[config.mk]
export PLATFORM = sky130hd
export DESIGN_NAME = deadtime_gate_driver_flat
export DESIGN_NICKNAME = d
export VERILOG_FILES = /design/src/rtl/deadtime_gate_driver_if.sv /design/src/rtl/deadtime_gate_driver.sv /design/src/flat_wrapper.sv
export SDC_FILE = /design/constraint.sdc
export NUM_CORES = 1
export LEC_CHECK = 0
export ABC_CLOCK_PERIOD_IN_PS = 3300
export CORE_ASPECT_RATIO = 0.7
export CORE_MARGIN = 3
export CORE_UTILIZATION = 45
export DETAILED_ROUTE_END_ITERATION = 16
export PLACE_DENSITY_LB_ADDON = 0.1
export SLEW_MARGIN = 20
export SYNTH_ARGS = -nofsm -noshare
export SYNTH_HDL_FRONTEND = slang
export SYNTH_SLANG_ARGS = --single-unit
[constraint.sdc]
create_clock -name i_clk -period 3.3 [get_ports i_clk]
set_input_delay 0.66 -clock i_clk [delete_from_list [all_inputs] [get_ports i_clk]]
set_output_delay 0.66 -clock i_clk [all_outputs]
set_load 0.02 [all_outputs]
[src/rtl/deadtime_gate_driver_if.sv]
// deadtime_gate_driver_if: enable/polarity request in, gate commands and status out
//   master: drives i_enable, i_sigma; observes o_gate_h, o_gate_l, o_sigma, o_busy, o_switch_count
//   slave : the driver side of the same signals
interface deadtime_gate_driver_if;
   logic        i_enable;
   logic        i_sigma;
   logic        o_gate_h;
   logic        o_gate_l;
   logic        o_sigma;
   logic        o_busy;
   logic [15:0] o_switch_count;
   modport master (output i_enable, i_sigma, input o_gate_h, o_gate_l, o_sigma, o_busy, o_switch_count);
   modport slave (input i_enable, i_sigma, output o_gate_h, o_gate_l, o_sigma, o_busy, o_switch_count);
endinterface

[src/rtl/deadtime_gate_driver.sv]
// deadtime_gate_driver: half-bridge gate sequencer with dead time and minimum dwell
//   i_clk          : clock, rising edge
//   i_reset        : asynchronous active-high reset
//   bus.i_enable   : 1 = may conduct, 0 = force both gates off next edge
//   bus.i_sigma    : requested polarity (1 = high side, 0 = low side)
//   bus.o_gate_h/l : registered gate commands, never both high
//   bus.o_sigma    : polarity of the last conducting state entered
//   bus.o_busy     : in dead time or dwell not yet met
//   bus.o_switch_count : entries into HIGH/LOW, wrapping 16-bit
module deadtime_gate_driver #(
   parameter int DEAD_TIME = 4,
   parameter int MIN_DWELL = 20
) (
   input logic i_clk,
   input logic i_reset,
   deadtime_gate_driver_if.slave bus
);
   typedef enum logic [1:0] {OFF, DEAD, HIGH, LOW} state_t;
   state_t state_q, state_d;
   logic target_q, target_d;
   logic [31:0] dead_q, dead_d, dwell_q, dwell_d;
   logic sigma_q, sigma_d;
   logic [15:0] count_q, count_d;
   logic gate_h_q, gate_l_q, busy_q, busy_d;
   logic dwell_met, enter;
   assign dwell_met = dwell_q >= 32'(MIN_DWELL);
   always_comb begin
      state_d  = state_q;
      target_d = target_q;
      dead_d   = dead_q;
      dwell_d  = dwell_q;
      if (!bus.i_enable) begin
         state_d = OFF;
         dead_d  = '0;
         dwell_d = '0;
      end else if (state_q == OFF) begin
         state_d  = DEAD;
         target_d = bus.i_sigma;
         dead_d   = '0;
      end else if (state_q == DEAD) begin
         if (dead_q == 32'(DEAD_TIME - 1)) begin
            state_d = target_q ? HIGH : LOW;
            dwell_d = '0;
         end else
            dead_d = dead_q + 32'd1;
      end else if (dwell_met && (bus.i_sigma != (state_q == HIGH))) begin
         // a request held off during dwell is still on i_sigma here, so it is taken now
         state_d  = DEAD;
         target_d = bus.i_sigma;
         dead_d   = '0;
      end else
         dwell_d = dwell_met ? dwell_q : dwell_q + 32'd1;
      enter   = (state_q == DEAD) && (state_d == HIGH || state_d == LOW);
      sigma_d = enter ? target_q : sigma_q;
      count_d = count_q + 16'(enter);
      busy_d  = (state_d == DEAD) || ((state_d == HIGH || state_d == LOW) && dwell_d < 32'(MIN_DWELL));
   end
   always_ff @(posedge i_clk or posedge i_reset) begin
      if (i_reset) begin
         state_q  <= OFF;
         target_q <= 1'b0;
         dead_q   <= '0;
         dwell_q  <= '0;
         sigma_q  <= 1'b0;
         count_q  <= '0;
         gate_h_q <= 1'b0;
         gate_l_q <= 1'b0;
         busy_q   <= 1'b0;
      end else begin
         state_q  <= state_d;
         target_q <= target_d;
         dead_q   <= dead_d;
         dwell_q  <= dwell_d;
         sigma_q  <= sigma_d;
         count_q  <= count_d;
         gate_h_q <= state_d == HIGH;
         gate_l_q <= state_d == LOW;
         busy_q   <= busy_d;
      end
   end
   assign bus.o_gate_h       = gate_h_q;
   assign bus.o_gate_l       = gate_l_q;
   assign bus.o_sigma        = sigma_q;
   assign bus.o_busy         = busy_q;
   assign bus.o_switch_count = count_q;
endmodule

[src/flat_wrapper.sv]
// flat-port wrapper written by rule: the top's interface ports become plain ports
module deadtime_gate_driver_flat 
#(
   parameter int DEAD_TIME = 4,
   parameter int MIN_DWELL = 20
)
  (i_clk, i_reset, bus_i_enable, bus_i_sigma, bus_o_gate_h, bus_o_gate_l, bus_o_sigma, bus_o_busy, bus_o_switch_count);
  deadtime_gate_driver_if bus_i ();
  input logic i_clk;
  input logic i_reset;
  input wire logic [$bits(bus_i.i_enable)-1:0] bus_i_enable;
  input wire logic [$bits(bus_i.i_sigma)-1:0] bus_i_sigma;
  output wire logic [$bits(bus_i.o_gate_h)-1:0] bus_o_gate_h;
  output wire logic [$bits(bus_i.o_gate_l)-1:0] bus_o_gate_l;
  output wire logic [$bits(bus_i.o_sigma)-1:0] bus_o_sigma;
  output wire logic [$bits(bus_i.o_busy)-1:0] bus_o_busy;
  output wire logic [$bits(bus_i.o_switch_count)-1:0] bus_o_switch_count;
  assign bus_i.i_enable = bus_i_enable;
  assign bus_i.i_sigma = bus_i_sigma;
  assign bus_o_gate_h = bus_i.o_gate_h;
  assign bus_o_gate_l = bus_i.o_gate_l;
  assign bus_o_sigma = bus_i.o_sigma;
  assign bus_o_busy = bus_i.o_busy;
  assign bus_o_switch_count = bus_i.o_switch_count;
  deadtime_gate_driver #(.DEAD_TIME(DEAD_TIME), .MIN_DWELL(MIN_DWELL)) u_core (.i_clk(i_clk), .i_reset(i_reset), .bus(bus_i));
endmodule
Yosys cells after proc, flatten, opt, wreduce, memory -nomap -nowiden
Index checks and enable logic that the tools add are counted.

cells by class
  equal/unequal tests = 10
  multiplexer cells = 20
  reduce and logical (&&, ||, !) cells = 9
  $add $sub $neg = 3
  order comparisons = 2

operator list
  kind                                                                                  number
  32-bit two-way mux                                                                    11
  32-bit by 1-bit adder with 32-bit output, second input constant                       2
  32-bit by 2-bit == test with 1-bit output, second input constant                      1
  32-bit by 5-bit greater-or-equal comparator with 1-bit output, second input constant  1
  32-bit by 5-bit < comparator with 1-bit output, second input constant                 1
  16-bit by 1-bit adder with 16-bit output                                              1
  2-bit two-way mux                                                                     5
  2-bit == test, second input constant                                                  3
  2-bit by 1-bit == test with 1-bit output, second input constant                       2
  1-bit two-way mux                                                                     4
  4-bit by 1-bit != test with 1-bit output, second input constant                       1
  4-bit by 3-bit != test with 1-bit output, second input constant                       1
  1-bit logical AND                                                                     3
  3-bit AND reduction                                                                   1
  2-bit logical NOT                                                                     1
  1-bit logical OR                                                                      2
  2-bit by 1-bit != test with 1-bit output, second input constant                       1
  2-bit AND reduction                                                                   1
  2-bit nonzero test                                                                    1
  1-bit != test                                                                         1

word-level totals
  output and inout bits = 20
  logic and storage cells = 53
  input bits = 4
  register bits after elaboration = 87

Longest topological paths before layout
Gate-level depths: netlist (run 1).

  depth in word-level cells = 11
  depth in mapped cells = 10
  depth with buffers taken out = 10

Worst setup path before layout (run 1)
Ideal clock, no wire load.

  path type = input port to flip-flop
  start point = input port bus_i_enable
  end point = register u_core.count_q[12] (netlist: u_core.bus.o_switch_count[12])
  arrival time = 2,376 ps
  setup time = 130 ps
  path buffers = 1
  stages = 9
  required time = 3,170 ps
  slack = 794 ps
  path through = clkbuf_1 > nand2_1 > nor3_1 > ha_1 > ha_1 > nand3_1 > nor3_1 > nand3_1 > xnor2_1

between the ends
  cells in the longest elaborated chain, start to end = 5
  elaborated cells between the ends (all ways) = 6
  classes of those cells = add/sub: 1; eq/ne: 2; mux: 1; reduce/logical: 2

ends and longest elaborated chain
  what                                        line                        source
  start: declaration                          flat_wrapper.sv:11          input wire logic [$bits(bus_i.i_enable)-1:0] bus_i_enable;
  2-bit two-way mux *                         deadtime_gate_driver.sv:32  if (!bus.i_enable) begin
  2-bit == test                               deadtime_gate_driver.sv:53  enter = (state_q == DEAD) && (state_d == HIGH || state_d == LOW);
  1-bit logical OR *                          deadtime_gate_driver.sv:53
  1-bit logical AND *                         deadtime_gate_driver.sv:53
  16-bit by 1-bit adder with 16-bit output *  deadtime_gate_driver.sv:55  count_d = count_q + 16'(enter);
  net u_core.count_d[12]                      deadtime_gate_driver.sv:23  logic [15:0] count_q, count_d;
  end signal: assignment                      deadtime_gate_driver.sv:75  count_q <= count_d;
  end: declaration                            deadtime_gate_driver.sv:23

Mark *: on every way through the listed nets, which the timed path passes. The rest lies on a longest branch.
A chain may end at the register's enable or synchronous reset.

Final worst setup path (run 1)
  start point = register u_core.dead_q[25]
  end point = register u_core.count_q[12] (netlist: u_core.bus.o_switch_count[12])

between the ends
  cells in the longest elaborated chain, start to end = 9
  elaborated cells between the ends (all ways) = 10
  classes of those cells = add/sub: 1; eq/ne: 3; mux: 4; reduce/logical: 2

ends and longest elaborated chain
  what                                         line                        source
  start: declaration                           deadtime_gate_driver.sv:21  logic [31:0] dead_q, dead_d, dwell_q, dwell_d;
  start signal: assignment                     deadtime_gate_driver.sv:62  dead_q <= '0;
  start signal: assignment                     deadtime_gate_driver.sv:72  dead_q <= dead_d;
  32-bit by 2-bit == test with 1-bit output *  deadtime_gate_driver.sv:41  if (dead_q == 32'(DEAD_TIME - 1)) begin
  2-bit two-way mux *                          deadtime_gate_driver.sv:41
  2-bit two-way mux *                          deadtime_gate_driver.sv:40  end else if (state_q == DEAD) begin
  2-bit two-way mux *                          deadtime_gate_driver.sv:36  end else if (state_q == OFF) begin
  2-bit two-way mux *                          deadtime_gate_driver.sv:32
  2-bit == test                                deadtime_gate_driver.sv:53
  1-bit logical OR *                           deadtime_gate_driver.sv:53
  1-bit logical AND *                          deadtime_gate_driver.sv:53
  16-bit by 1-bit adder with 16-bit output *   deadtime_gate_driver.sv:55
  net u_core.count_d[12]                       deadtime_gate_driver.sv:23

Marked as above.

==> results of run 1 <==
==> stage by stage <==
step                      setup slack (ns)  power (mW)  hold slack [ns]
after detailed placement            0.2757       1.202           0.4666
after floorplan                     0.3898       1.164           0.4539
final                               0.3433       2.115           0.4703
after global placement              0.4261       1.201           0.4660
after global routing               0.03126       2.199           0.5025
after CTS                           0.2638       2.150           0.4792
==> critical path, delay by kind of cell, from the launching register on <==
kind	cells	cell delay (ns)
simple gates	6	1.77
xor+xnor	1	0.15
fa+ha+maj	2	0.51
flops	1	0.41
==> cell usage after synthesis, types with 2 or more instances <==
cell and instances:
dfrtp_1 87, and2_1 32, nand2_1 28, nor2_1 23
xnor2_1 23, nand3_1 21, a21oi_1 20, nand4_1 15
nor4_1 13, clkbuf_1 11, inv_1 11, and3_1 10
nor3_1 10, a211oi_1 8, or3_1 8, o21ai_1 7
a2111oi_0 6, o21ai_0 6, xor2_1 6, ha_1 5
o31ai_1 5, or4_1 5, and4_1 4, buf_2 4
nand3b_1 4, buf_6 2, mux2_2 2, o31a_1 2
==> power by group <==
part           switching, mW  leakage (nW)  internal [mW]
Combinational         0.0662         0.701         0.0304
Clock                  0.411         0.123          0.524
Sequential           0.00847          1.21           1.08
Total                  0.486          2.03           1.63
==> registers in the layout (all words and copies together), names as in the netlist <==
signal	count
u_core.target_q	1
u_core.bus.o_switch_count	16
u_core.bus.o_sigma	1
u_core.bus.o_gate_l	1
u_core.dwell_q	32
u_core.bus.o_busy	1
u_core.bus.o_gate_h	1
u_core.state_q	2
u_core.dead_q	32
==> cells by family after synthesis <==
kind of cell               share of synthesized area (%)
and+or+nand+nor                                    24.05
DFF                                                52.65
AOI/OAI and AO/OA                                  11.56
buffers and inverters                              3.298
xor gates and xnor gates                           6.142
adders and majority gates                          1.513
muxes                                             0.7867
==> cell type report <==
type	instances	area, um2
clock buffer	10	239.0
timing repair buffer	32	310.3
multi-input combinational	284	1834
tap	120	150.1
inverter	12	46.29
sequential	87	2177
clock inverter	5	35.03
fill	788	3896
==> layer usage <==
layer | track usage (%) | part of all wire [%]
met1 | 28.08 | 51
met2 | 25.29 | 41
met3 | 5.023 | 6.6
met4 | 6.070 | 1.3
met5 | 0 | 0
==> worst paths after layout <==
check,start,endpoint,cells past startpoint,slack (ns)
hold / removal,u_core.bus.o_switch_count[15]$_DFF_PP0_,u_core.bus.o_switch_count[15]$_DFF_PP0_,1,0.47
min in group asynchronous,i_reset,u_core.bus.o_switch_count[12]$_DFF_PP0_,2,0.74
max in group asynchronous,i_reset,u_core.dead_q[10]$_DFFE_PP0P_,3,1.88
setup reg to reg,u_core.dead_q[25]$_DFFE_PP0P_,u_core.bus.o_switch_count[12]$_DFF_PP0_,9,0.34
setup / recovery,u_core.dead_q[25]$_DFFE_PP0P_,u_core.bus.o_switch_count[12]$_DFF_PP0_,9,0.34
hold reg to reg,u_core.bus.o_switch_count[15]$_DFF_PP0_,u_core.bus.o_switch_count[15]$_DFF_PP0_,1,0.47
==> repair_timing <==
| item | CTS | global route |
|---|---|---|
| hold endpoints to repair | 0 | 0 |
| gates resized for setup | 0 | 1 |
| setup endpoints to repair | 0 | 2 |
==> placed cells by master (no fill, tap or decap), types with 2 or more instances in the layout <==
cell type        netlist  layout
dfrtp_1               87      87
and2_1                32      32
nand2_1               28      28
xnor2_1               23      23
nor2_1                23      23
clkdlybuf4s50_1        0      23
nand3_1               21      21
a21oi_1               20      20
nand4_1               15      15
nor4_1                13      11
inv_1                 11      10
nor3_1                10      10
and3_1                10      10
clkbuf_16              0       9
a211oi_1               8       8
or3_1                  8       8
buf_4                  1       8
o21ai_1                7       7
o21ai_0                6       6
xor2_1                 6       6
a2111oi_0              6       6
o31ai_1                5       5
or4_1                  5       5
ha_1                   5       5
nand3b_1               4       4
and4_1                 4       4
clkinvlp_4             0       4
nor4_2                 0       2
o31a_1                 2       2
clkinv_2               0       2
mux2_2                 2       2
==> impl_metrics.py, run 1 <==
metrics = {
    "sta": {
        "fin_worst_skew_ns": 0.006154,
        "min_period_over_period_pct": 89.60,
        "worst_pin_slew_ns": 0.7319,
        "setup_violations": 0,
        "max_freq_mhz": 338.2,
        "finalCriticalPeriod_ns": 2.957,
        "slew_headroom_pct": 51.12,
        "grt_setup_unrepaired": "false",
        "tns_ns": 0,
        "hold_viol": 0,
        "slew_viol_final": 0,
    },
    "grt": {
        "grt_pass1_wl_mm": 14.99,
        "grt_max_degree": 49,
        "track_usage_pct": 18.41,
        "overflow": 0,
        "grt_pass1_vias": 2864,
        "antenna_found_initial": 0,
    },
    "yosys": {
        "ys_ff_latch": 87,
        "synth_area_leaders": "dfrtp_1 53%, xnor2_1 4.9%, and2_1 4.8%",
        "synthCells": 401,
        "syn_nets": 410,
        "syn_area_um2": 4135,
        "synth.distinct_cells": 51,
        "async_flop_share_pct": 100.0,
        "ys_seq_area_share_pct": 52.65,
        "avgSynthCellArea_um2": 10.31,
        "synth_edf_count": 0,
        "yosys.area.top_type": "dfrtp_1",
        "synth_top_area_share_pct": 52.65,
        "synthFlopType": "dfrtp_1",
        "yosysWarnings": 0,
    },
    "finish": {
        "fin_area_um2": 4792,
        "drive_gt1_share_pct": 8.605,
        "nets": 435,
        "finish.utilization_pct": 55.16,
        "fin_cells": 550,
        "area_growth_pct": 15.89,
        "insertedDiodeCount": 0,
    },
    "clocking": {
        "clock_latency_ns": 0.34,
        "cts.sinks": 87,
        "hold_buffers": 0,
        "cts_setup_buffers": 0,
        "clockBufferDepth": 2,
        "cts_tree": "built",
        "path_clk_slew_ns": 0.06,
        "h-tree-depth": 3,
        "cts_made_buffers": 9,
        "root_buffer": "clkbuf_16",
    },
    "critical_path": {
        "critPathLaunchType": "register",
        "required_ns": 3.53,
        "crit_type": "reg -> reg",
        "cp_max_fo": 4,
        "crit_arrival_ns": 3.18,
        "cp_slowest_stage_delay_ns": 0.41,
        "cpMaxStageDelayCell": "dfrtp_1",
        "crit_chain": "nor4_1 -> nand4_1 -> nor3_1 -> ha_1 -> ha_1 -> nand3_1 -> nor3_1 -> nand3_1 -> xnor2_1",
        "end_kind": "register",
    },
    "die": {
        "fp.dieW_um": 120.6,
        "num_io_pins": 24,
        "initial_core_util_pct": 47.60,
        "die_height_um": 86.21,
        "fp.coreArea_um2": 8688,
        "core.rowCount": 28,
        "fp.dieArea_um2": 10390,
    },
    "detailed_routing": {
        "wl_mm": 8.830,
        "drc": 0,
        "wl_per_cell_um": 16.05,
        "viasPerCell": 5.616,
        "ant_nets": 0,
        "drtIter0Drc": 260,
        "first_pass_iters": 4,
        "dr_total_vias": 3089,
    },
    "job": {
        "drv_cap": 0,
    },
    "placed_design": {
        "dp_hpwl_mm": 5.870,
        "port_buffers": 23,
        "place_congestion": 0.8002,
        "dpl_cell_area_um2": 4512,
        "place_inst": 535,
    },
    "power": {
        "p_leak_nw": 2.029,
        "power_density_nw_per_um2": 441.4,
        "ir_worst_vdd_mv": 0.3405,
    },
    "outcome": {
        "status": "complete, no violations",
    },
    "hold_path": {
        "holdCritPathClass": "reg -> reg",
    },
}
Power figures use the tool's default switching activity.
==> inputs of run 2 (changes only) <==
--- a/config.mk
+++ b/config.mk
@@ -10,7 +10,7 @@
 export CORE_MARGIN = 3
 export CORE_UTILIZATION = 45
 export DETAILED_ROUTE_END_ITERATION = 16
-export PLACE_DENSITY_LB_ADDON = 0.1
+export PLACE_DENSITY = 0.6
 export SLEW_MARGIN = 20
 export SYNTH_ARGS = -nofsm -noshare
 export SYNTH_HDL_FRONTEND = slang
==> run 2 against run 1 <==
Effect of this change: final area grew 0.86%; clock skew is 0.0022 ns lower; highest routed layer unchanged; non-clock buffer count is 2 higher; final cell count up 0.36%; sequential power about the same; flip-flop and latch count unchanged; via count fell by 1.6%; die area did not move; critical path type unchanged.
==> impl_metrics.py, run 2 (synthesis results as in run 1) <==
metrics = {
    "critical_path": {
        "crit_arrival_ns": 3.23,
        "cpMaxStageDelayCell": "dfrtp_1",
        "crit_top_cell": "ha_1",
        "crit_type": "reg -> reg",
        "required_ns": 3.52,
        "critPathLaunchType": "register",
        "r2r_start": "u_core.dead_q[0]$_DFFE_PP0P_",
        "crit_chain": "ha_1 -> nor4b_1 -> nand4_1 -> nor3_2 -> ha_1 -> ha_1 -> nand3_1 -> nor3_1 -> nand3_1 -> xnor2_1",
        "cp_slowest_stage_delay_ns": 0.41,
        "cp_max_fo": 5,
        "worst-r2r-setup-slack_ns": 0.29,
        "r2r-end": "u_core.bus.o_switch_count[12]$_DFF_PP0_",
        "end_kind": "register",
        "ff2ff_path_depth": 10,
    },
    "sta": {
        "finalCriticalPeriod_ns": 3.013,
        "fin_worst_skew_ns": 0.003941,
        "tns_ns": 0,
        "slew_headroom_pct": 55.26,
        "max_freq_mhz": 331.9,
        "hold_viol": 0,
        "slew_viol_final": 0,
        "setup_violations": 0,
        "grt_setup_unrepaired": "false",
        "min_period_over_period_pct": 91.31,
        "worst_pin_slew_ns": 0.6698,
    },
    "power": {
        "ir_worst_vdd_mv": 0.2984,
        "power_density_nw_per_um2": 464.8,
        "power_mw": 2.247,
        "p_leak_nw": 2.058,
    },
    "clocking": {
        "hold_buffers": 0,
        "h-tree-depth": 3,
        "cts_made_buffers": 9,
        "path_clk_slew_ns": 0.06,
        "cts.sinks": 87,
        "root_buffer": "clkbuf_16",
        "clockBufferDepth": 2,
        "cts_tree": "built",
        "clock_latency_ns": 0.33,
    },
    "die": {
        "core.rowCount": 28,
        "die_height_um": 86.21,
        "num_io_pins": 24,
        "fp.coreArea_um2": 8688,
        "initial_core_util_pct": 47.60,
        "fp.dieW_um": 120.6,
        "fp.dieArea_um2": 10390,
    },
    "placed_design": {
        "place_congestion": 0.7877,
        "dpl_cell_area_um2": 4514,
        "dp_hpwl_mm": 6.034,
        "port_buffers": 23,
        "place_inst": 537,
    },
    "grt": {
        "use_met2_pct": 24.63,
        "grt_busiest_layer": "met1",
        "antenna_found_initial": 0,
        "grt_max_degree": 49,
        "overflow": 0,
        "grt_pass1_vias": 2859,
        "met1_usage_pct": 29.68,
        "use_met3_pct": 5.284,
        "grt_pass1_wl_mm": 15.04,
        "track_usage_pct": 18.64,
    },
    "finish": {
        "fin_area_um2": 4833,
        "area_growth_pct": 16.88,
        "finish.utilization_pct": 55.63,
        "final_common_cell": "dfrtp_1",
        "final_cell_mix": "87 x dfrtp_1, 32 x and2_1, 28 x nand2_1",
        "fin_cells": 552,
        "insertedDiodeCount": 0,
        "nets": 437,
        "drive_gt1_share_pct": 8.565,
    },
    "detailed_routing": {
        "first_pass_iters": 4,
        "drc": 0,
        "wl_mm": 8.795,
        "ant_nets": 0,
        "viasPerCell": 5.507,
        "drtIter0Drc": 349,
        "dr_total_vias": 3040,
        "wl_per_cell_um": 15.93,
    },
    "hold_path": {
        "hold_path_end": "u_core.dwell_q[23]$_DFF_PP0_",
        "holdCritPathClass": "reg -> reg",
        "min_from": "u_core.dwell_q[23]$_DFF_PP0_",
        "hold_path_depth": 1,
    },
    "outcome": {
        "status": "complete, no violations",
    },
    "job": {
        "drv_cap": 0,
    },
}
[run 2: cell count changes in the layout (fill, tap and decap cells not counted), sizes merged]
cell and change:
clkinvlp -3, buf +2, bufinv +2, clkbuf +2, clkinv -1
[run 2: worst max-delay path: cells and delay by family (launching register included)]
kind / cells / cell delay, ns
simple gates: 6 / 1.69
flops: 1 / 0.41
fa+ha+maj: 3 / 0.65
xor+xnor: 1 / 0.14
[run 2: worst max-delay path by stage]
stage / start / end / depth (start not counted)
after detailed placement: u_core.dead_q[0]$_DFFE_PP0P_ / u_core.bus.o_switch_count[12]$_DFF_PP0_ / 10
final: u_core.dead_q[0]$_DFFE_PP0P_ / u_core.bus.o_switch_count[12]$_DFF_PP0_ / 10
after global routing: u_core.dead_q[0]$_DFFE_PP0P_ / u_core.bus.o_switch_count[12]$_DFF_PP0_ / 10
after floorplan: i_reset / u_core.bus.o_busy$_DFF_PP0_ / 1
after global placement: u_core.dead_q[0]$_DFFE_PP0P_ / u_core.bus.o_switch_count[12]$_DFF_PP0_ / 10
after CTS: u_core.dead_q[0]$_DFFE_PP0P_ / u_core.bus.o_switch_count[12]$_DFF_PP0_ / 10
[run 2: where the power goes]
part	switching (mW)	internal, mW	total, mW
Combinational	0.0666	0.0309	0.0975
Sequential	0.00792	1.08	1.08
Clock	0.386	0.680	1.07
[run 2: layer usage]
metal	routed length (um)	part of all wire, %	vias to the layer above
li1	-	-	1497
met1	4793	54	1482
met2	3573	41	59
met3	399	4.5	2
met4	29	0.33	0
met5	0	0	-
[run 2: final cells by class]
type / count / area [um2]
Fill cell: 792 / 3855
Sequential cell: 87 / 2177
Multi-Input combinational cell: 284 / 1833
Timing Repair Buffer: 34 / 312.8
Clock buffer: 12 / 246.5
Tap cell: 120 / 150.1
Clock inverter: 3 / 67.56
Inverter: 12 / 46.29
[run 2: stage by stage]
stage,hold WS [ns],setup WS (ns)
after floorplan,0.4539,0.3898
after global placement,0.4597,0.2244
after detailed placement,0.4719,0.2399
after CTS,0.4899,0.1932
after global routing,0.4976,0.07982
final,0.4838,0.2869
[run 2: timing repair]
action | in CTS | in global routing
resized for setup | 0 | 1
setup endpoints to repair | 0 | 2
setup buffers | 0 | 0
==> inputs of run 3 (changes only) <==
--- a/config.mk
+++ b/config.mk
@@ -10,7 +10,7 @@
 export CORE_MARGIN = 3
 export CORE_UTILIZATION = 45
 export DETAILED_ROUTE_END_ITERATION = 16
-export PLACE_DENSITY = 0.6
+export PLACE_DENSITY = 0.61
 export SLEW_MARGIN = 20
 export SYNTH_ARGS = -nofsm -noshare
 export SYNTH_HDL_FRONTEND = slang
==> run 3 against run 2 <==
Effect of this change: final area fell by 0.70%; via count rose by 2.3%; clock power decreased by 11%; flip-flop and latch count is the same; non-clock buffer count fell by 1; worst setup slack improved by 0.13 ns; combinational power up 0.9%; final cell count stayed put; die area unchanged; critical path depth stayed put; global-route usage decreased by 0.49 points; register-to-register slack improved by 0.13 ns; critical path type unchanged.
==> impl_metrics.py, run 3 (synthesis results as in run 1) <==
metrics = {
    "grt": {
        "antenna_found_initial": 0,
        "grt_pass1_wl_mm": 15.08,
        "grt_max_degree": 55,
        "track_usage_pct": 18.15,
        "overflow": 0,
        "grt_pass1_vias": 3018,
    },
    "placed_design": {
        "dp_hpwl_mm": 5.935,
        "place_congestion": 0.8998,
        "port_buffers": 23,
    },
    "critical_path": {
        "required_ns": 3.52,
        "r2r-end": "u_core.bus.o_switch_count[12]$_DFF_PP0_",
        "r2r_start": "u_core.dead_q[0]$_DFFE_PP0P_",
        "critPathLaunchType": "register",
        "cp_slowest_stage_delay_ns": 0.40,
        "endpoint": "u_core.bus.o_switch_count[12]$_DFF_PP0_",
        "cp_max_fo": 5,
        "critPathLaunch": "u_core.dead_q[0]$_DFFE_PP0P_",
        "crit_chain": "ha_1 -> nor4b_1 -> nand4_1 -> nor3_1 -> ha_1 -> ha_1 -> nand3_1 -> nor3_1 -> nand3_1 -> xnor2_1",
        "cpMaxStageDelayCell": "dfrtp_1",
        "ff2ff_path_depth": 10,
        "crit_type": "reg -> reg",
        "crit_top_cell": "ha_1",
        "end_kind": "register",
        "crit_arrival_ns": 3.11,
        "worst-r2r-setup-slack_ns": 0.42,
    },
    "clocking": {
        "clockBufferDepth": 2,
        "hold_buffers": 0,
        "cts_tree": "built",
        "cts_setup_buffers": 0,
        "h-tree-depth": 3,
        "path_clk_slew_ns": 0.06,
        "clock_latency_ns": 0.34,
        "root_buffer": "clkbuf_16",
        "cts_made_buffers": 9,
        "cts.sinks": 87,
        "ctsResizeCount": 0,
    },
    "die": {
        "die_height_um": 86.21,
        "fp.dieArea_um2": 10390,
        "initial_core_util_pct": 47.60,
        "fp.coreArea_um2": 8688,
        "num_io_pins": 24,
        "fp.dieW_um": 120.6,
        "core.rowCount": 28,
    },
    "detailed_routing": {
        "ant_nets": 0,
        "first_pass_iters": 4,
        "drtIter0Drc": 271,
        "dr_total_vias": 3110,
        "wl_per_cell_um": 15.58,
        "drc": 0,
        "wl_mm": 8.602,
        "viasPerCell": 5.634,
    },
    "job": {
        "drv_cap": 0,
    },
    "sta": {
        "hold_viol": 0,
        "worst_pin_slew_ns": 0.6630,
        "slew_headroom_pct": 55.72,
        "finalCriticalPeriod_ns": 2.882,
        "slew_viol_final": 0,
        "tns_ns": 0,
        "setup_violations": 0,
        "max_freq_mhz": 347.0,
        "min_period_over_period_pct": 87.34,
        "fin_worst_skew_ns": 0.007345,
        "grt_setup_unrepaired": "false",
    },
    "finish": {
        "final_common_cell": "dfrtp_1",
        "drive_gt1_share_pct": 8.796,
        "area_growth_pct": 16.07,
        "final_cell_mix": "87 x dfrtp_1, 32 x and2_1, 28 x nand2_1",
        "nets": 436,
        "insertedDiodeCount": 0,
    },
    "power": {
        "ir_worst_vdd_mv": 0.2265,
        "p_leak_nw": 2.042,
        "power_mw": 2.130,
        "power_density_nw_per_um2": 443.7,
    },
    "outcome": {
        "status": "complete, no violations",
    },
    "hold_path": {
        "min_from": "u_core.bus.o_switch_count[15]$_DFF_PP0_",
        "holdCritPathClass": "reg -> reg",
    },
}
==> run 3: worst min-delay path by stage <==
stage,cells past startpoint,end
after floorplan,1,u_core.dwell_q[15]$_DFF_PP0_
after global placement,1,u_core.bus.o_switch_count[15]$_DFF_PP0_
after detailed placement,1,u_core.bus.o_switch_count[15]$_DFF_PP0_
after CTS,1,u_core.bus.o_switch_count[15]$_DFF_PP0_
after global routing,1,u_core.bus.o_switch_count[15]$_DFF_PP0_
final,1,u_core.bus.o_switch_count[15]$_DFF_PP0_
==> run 3: layout make-up <==
| cell class | count | area (um2) |
|---|---|---|
| fillers | 785 | 3889 |
| flip-flops and latches | 87 | 2177 |
| multi-input cells | 284 | 1828 |
| repair buffers | 33 | 317.8 |
| clock buffers | 9 | 225.2 |
| well taps | 120 | 150.1 |
| clock inverters | 7 | 55.05 |
| inverters | 12 | 46.29 |
==> run 3: per-layer routing <==
layer / global-route usage, % / routed length (um) / up-vias
met3: 4.436 / 533 / 10
met4: 5.864 / 95 / 0
met1: 27.54 / 4431 / 1529
met5: 0 / 0 / -
li1: - / - / 1508
met2: 25.54 / 3541 / 63
==> run 3: worst max-delay path, delay by kind of cell, from the launching register on <==
family                   cells  cell delay (ns)
flip-flops                   1             0.40
adder cells (fa/ha/maj)      3             0.70
AND/OR/NAND/NOR              6             1.53
XOR/XNOR                     1             0.14
==> run 3: per-stage QoR <==
step / cells / area, um2 / util [%] / setup slack, ns / hold WS (ns)
2_1_floorplan: 401 / 4135 / - / 0.3898 / 0.4539
3_3_place_gp: 536 / 4519 / 52.02 / 0.4402 / 0.4607
3_5_place_dp: 536 / 4519 / 52.02 / 0.3323 / 0.4668
4_1_cts: 552 / 4800 / 55.24 / 0.3984 / 0.4754
5_1_grt: 552 / 4800 / 55.24 / 0.08606 / 0.4826
6_report: 552 / 4800 / 55.24 / 0.4178 / 0.4672
==> run 3: report_power, final <==
| group | switching [mW] | internal [mW] |
|---|---|---|
| clock | 0.431 | 0.517 |
| sequential | 0.00866 | 1.07 |
| combinational | 0.0668 | 0.0316 |
| total | 0.506 | 1.62 |
